==> config.mk <==
export PLATFORM = sky130hd
export DESIGN_NAME = seq_gen_ctrl
export DESIGN_NICKNAME = d
export VERILOG_FILES = /design/src/rtl/seq_gen_ctrl.sv
export SDC_FILE = /design/constraint.sdc
export NUM_CORES = 1
export LEC_CHECK = 0
export CAP_MARGIN = 10
export CORE_UTILIZATION = 45
export CTS_CLUSTER_SIZE = 10
export DETAILED_ROUTE_END_ITERATION = 8
export GPL_TIMING_DRIVEN = 0
export PLACE_DENSITY = 0.68
export SYNTH_ARGS = -nofsm -noshare
export SYNTH_HDL_FRONTEND = slang
export SYNTH_SLANG_ARGS = --single-unit
==> constraint.sdc <==
create_clock -name clk -period 7 [get_ports clk]
set_input_delay 0.7 -clock clk [delete_from_list [all_inputs] [get_ports clk]]
set_output_delay 0.7 -clock clk [all_outputs]
set_load 0.1 [all_outputs]
==> src/rtl/seq_gen_ctrl.sv <==
// rtl/seq_gen_ctrl.sv - programmable serial sequence generator; optional inter-repetition gap via SEQ_GEN_CTRL_GAP_EN
module seq_gen_ctrl #(
  parameter int MAX_LEN = 16,
  parameter int LEN_W   = 5,
  parameter int REP_W   = 8,
  parameter int GAP_CYC = 2
) (
  input  logic               clk,
  input  logic               rst,
  input  logic               cfg_we,
  input  logic [MAX_LEN-1:0] cfg_pattern,
  input  logic [LEN_W-1:0]   cfg_len,
  input  logic [REP_W-1:0]   cfg_rep,
  input  logic               start,
  input  logic               abort,
  input  logic               out_ready,
  output logic               out,
  output logic               out_valid,
  output logic               busy,
  output logic               done,
  output logic               cfg_err
);

  typedef enum logic [1:0] {
    S_IDLE = 2'd0,
    S_RUN  = 2'd1,
    S_GAP  = 2'd2
  } state_t;

  localparam logic [LEN_W-1:0] LEN_ONE = LEN_W'(1);
  localparam logic [LEN_W-1:0] LEN_MIN = LEN_W'(2);
  localparam logic [LEN_W-1:0] LEN_MAX = LEN_W'(MAX_LEN);
  localparam logic [REP_W-1:0] REP_ONE = REP_W'(1);
  localparam logic [REP_W-1:0] REP_SAT = '1;

  // Reject parameter sets the length field cannot represent.
  if (MAX_LEN < 2 || MAX_LEN > 31 || ((1 << LEN_W) - 1) < MAX_LEN || GAP_CYC < 1) begin : g_param_check
    $error("seq_gen_ctrl: illegal parameter set");
  end

  state_t             state_q, state_d;
  logic [MAX_LEN-1:0] pat_q, pat_d;
  logic [LEN_W-1:0]   len_q, len_d;
  logic [REP_W-1:0]   rep_q, rep_d;
  logic [LEN_W-1:0]   idx_q, idx_d;
  logic [REP_W-1:0]   rep_cnt_q, rep_cnt_d;
  logic               out_q, out_d;
  logic               out_valid_q, out_valid_d;
  logic               busy_q, busy_d;
  logic               done_q, done_d;
  logic               cfg_err_q, cfg_err_d;
  logic               last_rep;

`ifdef SEQ_GEN_CTRL_GAP_EN
  localparam int             GAP_W    = (GAP_CYC > 1) ? $clog2(GAP_CYC) : 1;
  localparam logic [GAP_W-1:0] GAP_LOAD = GAP_W'(GAP_CYC - 1);
  localparam logic [GAP_W-1:0] GAP_ONE  = GAP_W'(1);
  logic [GAP_W-1:0] gap_cnt_q, gap_cnt_d;
`endif

  // Pattern bit at a run-time index; shifting avoids an oversized bit-select index.
  function automatic logic pat_bit(input logic [MAX_LEN-1:0] p, input logic [LEN_W-1:0] i);
    logic [MAX_LEN-1:0] s;
    s = p >> i;
    return s[0];
  endfunction

  // Next-state and registered-output logic for the sequencer FSM.
  always_comb begin
    state_d     = state_q;
    pat_d       = pat_q;
    len_d       = len_q;
    rep_d       = rep_q;
    idx_d       = idx_q;
    rep_cnt_d   = rep_cnt_q;
    out_d       = out_q;
    out_valid_d = out_valid_q;
    busy_d      = busy_q;
    done_d      = 1'b0;
    cfg_err_d   = 1'b0;
`ifdef SEQ_GEN_CTRL_GAP_EN
    gap_cnt_d   = gap_cnt_q;
`endif
    // Finite mode only: the pattern now ending is the last one requested.
    last_rep = (rep_q != '0) && ((rep_cnt_q + REP_ONE) >= rep_q);

    case (state_q)
      S_IDLE: begin
        out_d       = 1'b0;
        out_valid_d = 1'b0;
        busy_d      = 1'b0;
        if (cfg_we) begin
          pat_d = cfg_pattern;
          len_d = cfg_len;
          rep_d = cfg_rep;
        end
        // Start uses the shadow config as it stood before this edge.
        if (start && !abort) begin
          if (len_q >= LEN_MIN && len_q <= LEN_MAX) begin
            state_d     = S_RUN;
            busy_d      = 1'b1;
            out_valid_d = 1'b1;
            idx_d       = len_q - LEN_ONE;
            out_d       = pat_bit(pat_q, len_q - LEN_ONE);
            rep_cnt_d   = '0;
          end else begin
            cfg_err_d = 1'b1;
          end
        end
      end

      S_RUN: begin
        if (cfg_we) begin
          cfg_err_d = 1'b1;
        end
        if (abort) begin
          state_d     = S_IDLE;
          out_d       = 1'b0;
          out_valid_d = 1'b0;
          busy_d      = 1'b0;
        end else if (out_valid_q && out_ready) begin
          if (idx_q != '0) begin
            idx_d = idx_q - LEN_ONE;
            out_d = pat_bit(pat_q, idx_q - LEN_ONE);
          end else begin
            rep_cnt_d = (rep_cnt_q == REP_SAT) ? REP_SAT : rep_cnt_q + REP_ONE;
            if (last_rep) begin
              state_d     = S_IDLE;
              out_d       = 1'b0;
              out_valid_d = 1'b0;
              busy_d      = 1'b0;
              done_d      = 1'b1;
            end else begin
`ifdef SEQ_GEN_CTRL_GAP_EN
              state_d     = S_GAP;
              out_d       = 1'b0;
              out_valid_d = 1'b0;
              gap_cnt_d   = GAP_LOAD;
`else
              idx_d = len_q - LEN_ONE;
              out_d = pat_bit(pat_q, len_q - LEN_ONE);
`endif
            end
          end
        end
      end

`ifdef SEQ_GEN_CTRL_GAP_EN
      S_GAP: begin
        if (cfg_we) begin
          cfg_err_d = 1'b1;
        end
        if (abort) begin
          state_d     = S_IDLE;
          out_d       = 1'b0;
          out_valid_d = 1'b0;
          busy_d      = 1'b0;
        end else if (gap_cnt_q == '0) begin
          state_d     = S_RUN;
          out_valid_d = 1'b1;
          idx_d       = len_q - LEN_ONE;
          out_d       = pat_bit(pat_q, len_q - LEN_ONE);
        end else begin
          gap_cnt_d = gap_cnt_q - GAP_ONE;
        end
      end
`endif

      default: begin
        state_d     = S_IDLE;
        out_d       = 1'b0;
        out_valid_d = 1'b0;
        busy_d      = 1'b0;
      end
    endcase
  end

  // State, shadow config and output registers with asynchronous reset.
  always_ff @(posedge clk or posedge rst) begin
    if (rst) begin
      state_q     <= S_IDLE;
      pat_q       <= '0;
      len_q       <= '0;
      rep_q       <= '0;
      idx_q       <= '0;
      rep_cnt_q   <= '0;
      out_q       <= 1'b0;
      out_valid_q <= 1'b0;
      busy_q      <= 1'b0;
      done_q      <= 1'b0;
      cfg_err_q   <= 1'b0;
    end else begin
      state_q     <= state_d;
      pat_q       <= pat_d;
      len_q       <= len_d;
      rep_q       <= rep_d;
      idx_q       <= idx_d;
      rep_cnt_q   <= rep_cnt_d;
      out_q       <= out_d;
      out_valid_q <= out_valid_d;
      busy_q      <= busy_d;
      done_q      <= done_d;
      cfg_err_q   <= cfg_err_d;
    end
  end

`ifdef SEQ_GEN_CTRL_GAP_EN
  // Idle-cycle counter for the gap between repetitions.
  always_ff @(posedge clk or posedge rst) begin
    if (rst) begin
      gap_cnt_q <= '0;
    end else begin
      gap_cnt_q <= gap_cnt_d;
    end
  end
`endif

  assign out       = out_q;
  assign out_valid = out_valid_q;
  assign busy      = busy_q;
  assign done      = done_q;
  assign cfg_err   = cfg_err_q;

endmodule

==> flow_metrics.py <==
metrics = {
    "worst_hold_path": {
        "hp-start": "idx_q[1]",
        "min_to": "idx_q[1]",
        "hold_class": "register to register",
        "holdPathStages": 2,
    },
    "placed_design": {
        "dpl.cell_count": 367,
        "portBuffers": 39,
        "place_congestion": 0.8020,
        "placed_area_um2": 3214,
        "hpwl_um": 4273,
    },
    "power_and_ir_drop": {
        "cellLeakagePower_uw": 0.001427,
        "p_switching_uw": 373.0,
        "clkPwrFrac_pct": 22.8,
        "p_int_uw": 679.2,
        "pwr-share-comb_pct": 41.1,
        "p_per_area_nw_per_um2": 314.0,
        "swShare_pct": 35.45,
        "seqPwrFrac_pct": 36.1,
        "peakVddDrop_uv": 159.5,
    },
    "final_layout": {
        "final_area_um2": 3351,
        "multi_input_area_um2": 1435,
        "layout-drive-gt1-share_pct": 15.18,
        "n_antenna_cell": 0,
        "mostFrequentLayoutCell": "dfrtp_1",
        "final_cell_mix": "47 x dfrtp_1, 39 x clkdlybuf4s50_1, 31 x nand2_1",
        "final_nets": 349,
        "syn2layout_area_growth_pct": 23.47,
        "fill_cells": 514,
        "final_core_util_pct": 59.04,
        "finalNonFillerCells": 375,
        "ff_latch_area_um2": 1176,
    },
    "logic_synthesis": {
        "ys_seq_elements": 47,
        "syn_area_per_cell_um2": 10.64,
        "syn-cell-area_um2": 2714,
        "synth-seq-area-share_pct": 43.34,
        "synth_edf_count": 0,
        "synthesis.nets": 302,
        "synthArstFlopShare_pct": 100.0,
        "ys_top_cells_by_area": "dfrtp_1 43%, mux2_2 9.1%, ha_1 5.5%",
        "ys.warnings.count": 0,
        "synth_top_area_share_pct": 43.34,
        "synth_cell_type_count": 45,
        "synth_cells": 255,
        "synth_top_flop_cell": "dfrtp_1",
        "yosys.area.top_type": "dfrtp_1",
    },
    "critical_path": {
        "start_kind": "register",
        "critPathKind": "register to register",
        "timing.rr.end": "out",
        "critPathRequiredTime_ns": 7.24,
        "reg2reg_depth": 11,
        "cp_max_fo": 6,
        "rr_startpoint": "rep_cnt_q[0]",
        "end_kind": "register",
        "worst_ep_arrival_time_ns": 3.16,
        "rrSetupSlack_ns": 4.08,
    },
    "clock_tree": {
        "cts_tree": "done",
        "cts_buffers": 5,
        "htreeDepth": 2,
        "clk_pin_slew_ns": 0.10,
        "clk_latency_ns": 0.31,
        "postCtsHoldBufs": 0,
        "cts.sinks": 47,
        "cts_resized": 0,
        "cts_buffer_depth": 2,
        "post_cts_buffers": 0,
        "cts-root-buf": "clkbuf_8",
    },
    "sta": {
        "fin_setup_tns_ns": 0,
        "finalSetupViolations": 0,
        "finClkSkew_ns": 0.01009,
        "drv_slew": 0,
        "tightest_slew_ns": 0.9610,
        "fin_hold_ws_ns": 0.5361,
        "hold_viol": 0,
        "timing.fmax_mhz": 342.3,
        "rsz0062_at_grt": "no",
        "maxSlewHeadroom_pct": 35.74,
        "timing.final.crit_share_pct": 41.73,
        "finalCriticalPeriod_ns": 2.921,
    },
    "global_routing": {
        "grt_first_pass_wirelength_um": 9791,
        "grt_pass1_vias": 2102,
        "grt_antenna_before_repair": 0,
        "grt_usage_pct": 20.25,
        "grt_overflow": 0,
        "grt_max_degree": 34,
    },
    "flow_run": {
        "drv_cap": 0,
    },
    "routing": {
        "wl_per_cell_um": 15.19,
        "drc_errors": 0,
        "via_count": 2076,
        "ant_nets": 0,
        "dr.first_iter.drc_count": 141,
        "vias_per_cell": 5.536,
        "drtPass1Iterations": 4,
        "wl_um": 5698,
    },
    "floorplanning": {
        "die-area_um2": 6346,
        "fp.dieH_um": 79.66,
        "rows": 27,
        "coreArea_um2": 5675,
        "ios": 40,
        "initial_core_util_pct": 47.82,
        "die_w_um": 79.66,
    },
    "outcome": {
        "run_status": "completed",
    },
}
==> cells by family after synthesis <==
group / count (synthesis) / synth area share (%)
AND/OR/NAND/NOR: 65 / 10.79
XOR/XNOR: 11 / 3.550
multiplexers: 33 / 17.93
buffers and inverters: 24 / 3.780
AO/OA/AOI/OAI: 63 / 15.08
flip-flops: 47 / 43.34
adder cells (fa/ha/maj): 12 / 5.532
==> through the flow <==
step | total power, uW | setup WS (ns)
finish | 1052 | 4.079
global route | 1121 | 3.634
CTS | 1060 | 4.067
detailed placement | 817.9 | 4.109
global placement | 806.0 | 4.077
floorplan | 705.7 | 4.483
==> power by group through the flow <==
stage | clock, uW | combinational (uW) | sequential (uW)
floorplan | 0 | 302 | 404
global placement | 0 | 424 | 382
detailed placement | 0 | 432 | 386
CTS | 245 | 435 | 380
global route | 257 | 475 | 389
finish | 240 | 433 | 380
==> registers in the layout (all words and copies together) (netlist names) <==
signal,cells
idx_q,5
busy,1
len_q,5
pat_q,16
out,1
rep_q,8
done,1
cfg_err,1
rep_cnt_q,8
state_q,1
==> cells in the mapped netlist, types with 2 or more instances <==
master / n
a211oi_1: 2
a21oi_1: 16
a21oi_2: 2
a31oi_1: 2
and3_1: 3
clkbuf_1: 5
dfrtp_1: 47
ha_1: 12
inv_1: 15
mux2_2: 22
mux4_1: 4
mux4_2: 5
nand2_1: 31
nand3_1: 8
nor2_1: 11
nor2b_1: 2
nor3_1: 5
o21a_1: 2
o21ai_0: 22
o21ai_1: 3
o22a_1: 2
o41ai_1: 2
xnor2_1: 4
xor2_1: 7
==> cell type report <==
| type | count | share of cell area [%] |
|---|---|---|
| clock buffer | 5 | 2.054 |
| clock inverter | 3 | 2.016 |
| buffer | 9 | 1.382 |
| multi-input combinational | 184 | 42.83 |
| tap | 72 | 2.689 |
| inverter | 15 | 1.680 |
| timing repair buffer | 40 | 12.25 |
| sequential | 47 | 35.10 |
==> worst max-delay path by stage <==
stage / start / slack, ns / cells past startpoint / endpoint
2_1_floorplan: rep_cnt_q[2] / 4.48 / 11 / out
5_1_grt: rep_cnt_q[0] / 3.63 / 11 / out
6_report: rep_cnt_q[0] / 4.08 / 11 / out
3_5_place_dp: rep_cnt_q[0] / 4.11 / 11 / out
3_3_place_gp: rep_cnt_q[0] / 4.08 / 11 / out
4_1_cts: rep_cnt_q[0] / 4.07 / 11 / out
==> critical path: stages (launching register included) <==
cell	delay, ns
dfrtp_1	0.47
nand3_1	0.17
nor2_1	0.26
and3_1	0.25
xor2_1	0.20
ha_1	0.27
a21oi_1	0.12
o21ai_0	0.08
a21oi_1	0.33
nor2_1	0.16
o41ai_1	0.34
a31o_1	0.18
==> routing by layer <==
layer | track usage [%] | vias up | share of wire (%)
met5 | 0 | - | 0
li1 | - | 1021 | -
met4 | 5.091 | 0 | 1.6
met1 | 26.74 | 1007 | 46
met3 | 4.114 | 9 | 3.7
met2 | 33.85 | 39 | 48
(Power assumes the default switching activity.)
